==> src/rtl/if_id_buffer.sv <==
// if_id_buffer
//   FIFO between instruction fetch and instruction decode. Fetch pushes
//   {pc, instruction} pairs and decode pops them in order. A branch flush
//   discards every queued wrong-path pair in a single cycle. in_ready is
//   the inverse of the fetch-stage freeze.
//
// Parameters
//   BIT_NUMBER  width of pc and instruction words
//   DEPTH       number of entries (power of two, >= 2)
//   CNT_W       width of the occupancy count
//
// Ports
//   clk              rising-edge clock
//   rst              synchronous, active-high reset
//   flush            branch taken: drop all entries and the pair on the input
//   in_valid         fetch presents a valid pair
//   in_pc            pc of the fetched instruction
//   in_instruction   fetched instruction word
//   in_ready         buffer can accept a pair this cycle
//   out_ready        decode accepts the head pair this cycle
//   out_valid        head pair is valid
//   out_pc           head pc (0 when no valid pair)
//   out_instruction  head instruction (0 when no valid pair, i.e. a NOP)
//   count            current occupancy, 0..DEPTH
//
// Optional feature
//   IF_ID_BUFFER_BYPASS_EN: when the buffer is empty, the incoming pair is
//   presented on out_* in the same cycle. If decode takes it, it is never
//   written. Otherwise it is pushed as usual.

module if_id_buffer #(
  parameter int unsigned BIT_NUMBER = 32,
  parameter int unsigned DEPTH      = 4,
  parameter int unsigned CNT_W      = $clog2(DEPTH + 1)
) (
  input  logic                  clk,
  input  logic                  rst,
  input  logic                  flush,
  input  logic                  in_valid,
  input  logic [BIT_NUMBER-1:0] in_pc,
  input  logic [BIT_NUMBER-1:0] in_instruction,
  output logic                  in_ready,
  input  logic                  out_ready,
  output logic                  out_valid,
  output logic [BIT_NUMBER-1:0] out_pc,
  output logic [BIT_NUMBER-1:0] out_instruction,
  output logic [CNT_W-1:0]      count
);

  localparam int unsigned      PTR_W    = $clog2(DEPTH);
  localparam logic [CNT_W-1:0] FULL_CNT = CNT_W'(DEPTH);

  logic [BIT_NUMBER-1:0] pc_mem    [DEPTH];
  logic [BIT_NUMBER-1:0] instr_mem [DEPTH];

  logic [PTR_W-1:0] rd_ptr;
  logic [PTR_W-1:0] wr_ptr;
  logic [CNT_W-1:0] count_q;

  logic stored_valid;
  logic bypass_take;
  logic push;
  logic pop;

  assign count        = count_q;
  assign stored_valid = (count_q != '0);

  // A full buffer refuses input even when decode pops in the same cycle, so
  // in_ready never depends on out_ready.
  assign in_ready = (count_q != FULL_CNT);

`ifdef IF_ID_BUFFER_BYPASS_EN
  logic bypass_valid;

  assign bypass_valid = ~stored_valid & in_valid & ~flush;
  assign bypass_take  = bypass_valid & out_ready;
  assign out_valid    = stored_valid | bypass_valid;

  always_comb begin
    out_pc          = '0;
    out_instruction = '0;
    if (stored_valid) begin
      out_pc          = pc_mem[rd_ptr];
      out_instruction = instr_mem[rd_ptr];
    end else if (bypass_valid) begin
      out_pc          = in_pc;
      out_instruction = in_instruction;
    end
  end
`else
  assign bypass_take = 1'b0;
  assign out_valid   = stored_valid;

  // With nothing stored, decode sees an all-zero pair (a NOP bubble).
  always_comb begin
    out_pc          = '0;
    out_instruction = '0;
    if (stored_valid) begin
      out_pc          = pc_mem[rd_ptr];
      out_instruction = instr_mem[rd_ptr];
    end
  end
`endif

  // A pair consumed through the bypass path is never written.
  assign push = in_valid & in_ready & ~bypass_take;
  assign pop  = stored_valid & out_ready;

  always_ff @(posedge clk) begin
    if (rst || flush) begin
      rd_ptr  <= '0;
      wr_ptr  <= '0;
      count_q <= '0;
    end else begin
      if (push) begin
        wr_ptr <= wr_ptr + PTR_W'(1);
      end
      if (pop) begin
        rd_ptr <= rd_ptr + PTR_W'(1);
      end
      count_q <= count_q + CNT_W'(push) - CNT_W'(pop);
    end
  end

  // Storage carries no reset; entries are only observable once counted.
  always_ff @(posedge clk) begin
    if (push && !flush && !rst) begin
      pc_mem[wr_ptr]    <= in_pc;
      instr_mem[wr_ptr] <= in_instruction;
    end
  end

endmodule

==> config.mk <==
export PLATFORM = sky130hd
export DESIGN_NAME = if_id_buffer
export DESIGN_NICKNAME = d
export VERILOG_FILES = /design/src/rtl/if_id_buffer.sv
export SDC_FILE = /design/constraint.sdc
export NUM_CORES = 1
export LEC_CHECK = 0
export BUFFER_PORTS_ARGS = -buffer_cell sky130_fd_sc_hd__buf_4
export CORE_UTILIZATION = 50
export DETAILED_ROUTE_END_ITERATION = 8
export GPL_ROUTABILITY_DRIVEN = 0
export GPL_TIMING_DRIVEN = 0
export PLACE_DENSITY = 0.71
export SLEW_MARGIN = 20
export SYNTH_ARGS = -nofsm -noshare
export SYNTH_HDL_FRONTEND = slang
export SYNTH_SLANG_ARGS = --single-unit
==> constraint.sdc <==
create_clock -name clk -period 6.9 [get_ports clk]
set_input_delay 1.38 -clock clk [delete_from_list [all_inputs] [get_ports clk]]
set_output_delay 1.38 -clock clk [all_outputs]
set_load 0.02 [all_outputs]
==> flow_summary.toml <==
[drt]
wirelength_microns = 18300
post-route-drc-count = 0
final_antenna_net_count = 0
vias_per_cell = 5.31
drt_first_pass_iters = 4
avgRoutedWirePerCell_microns = 20.2
vias = 4813
drtIter0Drc = 267

[sta]
worst_slack_ps = 3010
fin_skew_ps = 12.0
fin_tns_setup_ps = 0
tightestPinTransition_ps = 661
setup_viol = 0
max_freq_mhz = 257
timing.hold.ws_ps = 503
min_period_ps = 3890
period_share_pct = 56.3
finalMaxSlewViolations = 0
final_hold_viol_count = 0
rsz0062_at_grt = "false"
maxSlewHeadroom_pct = 55.9

[power_and_ir_drop]
total_power_mw = 3.33
vdd_drop_max_uv = 169
power_density_nw_per_um2 = 268
power.leakage_nw = 4.23

[clocking]
cts_setup_buffers = 0
cts_made_buffers = 26
cts_tree = "yes"
clk_path_buf_depth = 3
hold_buffers = 0
clock_sinks = 265
post_cts_resized = 0
worstSkewPairLatency_ps = 510
cts_root_buf = "clkbuf_16"
clk_pin_slew_ps = 60
htreeDepth = 1

[logic_synthesis]
netlist_instances = 455
synth.area.top_cells = "edfxtp_1 75%, mux4_2 13%, and2_1 4.2%"
ys_seq_area_share_pct = 77.0
synth.most_common_cell = "edfxtp_1"
synth_compound_area_share_pct = 0.184
syn_nets = 531
synth.top_cell.area_share_pct = 75.3
avgSynthCellArea_sq_um = 22.4
muxShareOfSynthArea_pct = 14.5
syn_area_sq_um = 10200
synth_cell_types = 25
synth-simple-area-share_pct = 4.99
ys_async_sr_fraction_pct = 0
yosysTopAreaCell = "edfxtp_1"
synth-seq-cells = 265
synthAdderAreaFrac_pct = 0.931
synth_xor_area_share_pct = 0.257
yosysWarnings = 0
synth_top_family_by_area = "multiplexers"
synthFlopType = "edfxtp_1"
synth_edf_count = 256
synth_common_cells = "256 x edfxtp_1, 68 x and2_1, 60 x mux4_2"

[cells_and_area]
antenna_cells = 0
post-route-cell-area_sq_um = 12400
final_nets = 700
synthToLayoutAreaGrowth_pct = 21.7
final_util_pct = 63.0
drive_gt1_share_pct = 38.9
finalNonFillerCells = 907

[floorplanning]
start_util_pct = 51.8
io_pins = 138
core_area_sq_um = 19700
die_h_microns = 145
dieArea_sq_um = 21000
rows = 51
die_w_microns = 145

[setup_path]
worstReg2RegStart = "count[1]"
reg2reg_to = "count[2]"
worst-setup-path-type = "reg2out"
cp_max_fo = 10
startpoint_type = "flop"
ff2ff_path_depth = 11
required_ps = 5520
r2r_setup_slack_ps = 4190
cp.arrival_ps = 2510
crit_path_end_kind = "output pin"

[global_routing]
grt-ovfl-total = 0
antenna_found_initial = 0
grt_use_total_pct = 17.9
grt_max_degree = 36
grt_pass1_vias = 5355
grt_pass1_wl_microns = 29000

[min_path]
hold_path.class = "reg2reg"
hp-start = "rd_ptr[0]"
hold-path-endpoint = "rd_ptr[0]"
hold_depth = 2

[placement]
place_area_sq_um = 11700
dp_hpwl_microns = 11400
dp_slack_ps = 3480
io_buffers = 137
dpl.cell_count = 861

[run]
drv_cap = 0

[run_status]
status = "completed"
power breakdown:
group / total, mW / internal (mW) / switching (mW)
logic: 0.279 / 0.130 / 0.149
registers: 1.79 / 1.78 / 0.00606
clock network: 1.26 / 0.715 / 0.542
logic make-up after synthesis:
kind of cell	after synthesis
flip-flops	265
AND/OR/NAND/NOR	83
multiplexers	66
buffers and inverters	28
adder cells (fa/ha/maj)	7
AO/OA/AOI/OAI	3
XOR/XNOR	3
worst max-delay path, cell delays in order, from the launching register on:
cell      delay [ps]
dfxtp_1          490
or3_1            210
clkbuf_1         520
clkbuf_1         390
and2_1           230
buf_4            150
state kept, by name, indices dropped and copies added (netlist names), named ones only:
register / flops
count: 3
instr_mem: 128
pc_mem: 128
rd_ptr: 2
wr_ptr: 2
worst max-delay path by stage:
stage              from         endpoint  slack, ps
6_report       count[1]       out_pc[24]       3010
5_1_grt        count[1]       out_pc[24]       2780
4_1_cts        count[1]       out_pc[20]       2920
3_5_place_dp   count[1]       out_pc[24]       3480
3_3_place_gp      flush  instr_mem[1][4]       1760
2_1_floorplan     flush  instr_mem[0][0]       3150
cells in the final DEF (no fill, tap or decap), drive strengths merged:
cell,netlist,layout
or3,2,2
buf,13,154
o311ai,1,1
xnor2,2,2
dfxtp,9,9
and3,4,4
edfxtp,256,256
or3b,1,1
nor3,2,2
mux4,64,64
nor2,1,1
clkinv,0,8
mux2i,2,2
inv,5,5
o21ai,2,2
nand4,2,2
fa,1,1
clkbuf,10,47
and2,68,68
ha,6,6
nand2,3,3
clkinvlp,0,1
xor2,1,1
final cells by class:
cell class | count | area (sq um)
Buffer | 23 | 200
Clock buffer | 37 | 713
Clock inverter | 9 | 41.3
Fill cell | 1360 | 7290
Inverter | 5 | 18.8
Multi-Input combinational cell | 162 | 2150
Sequential cell | 265 | 7870
Tap cell | 265 | 332
Timing Repair Buffer | 141 | 1110
layer usage:
metal / wire length, microns / track usage [%]
met1: 7740 / 22.8
met2: 9640 / 31.7
met3: 769 / 3.40
met4: 194 / 4.68
met5: 0 / 0
No activity file was read; power rests on OpenSTA's default activity.
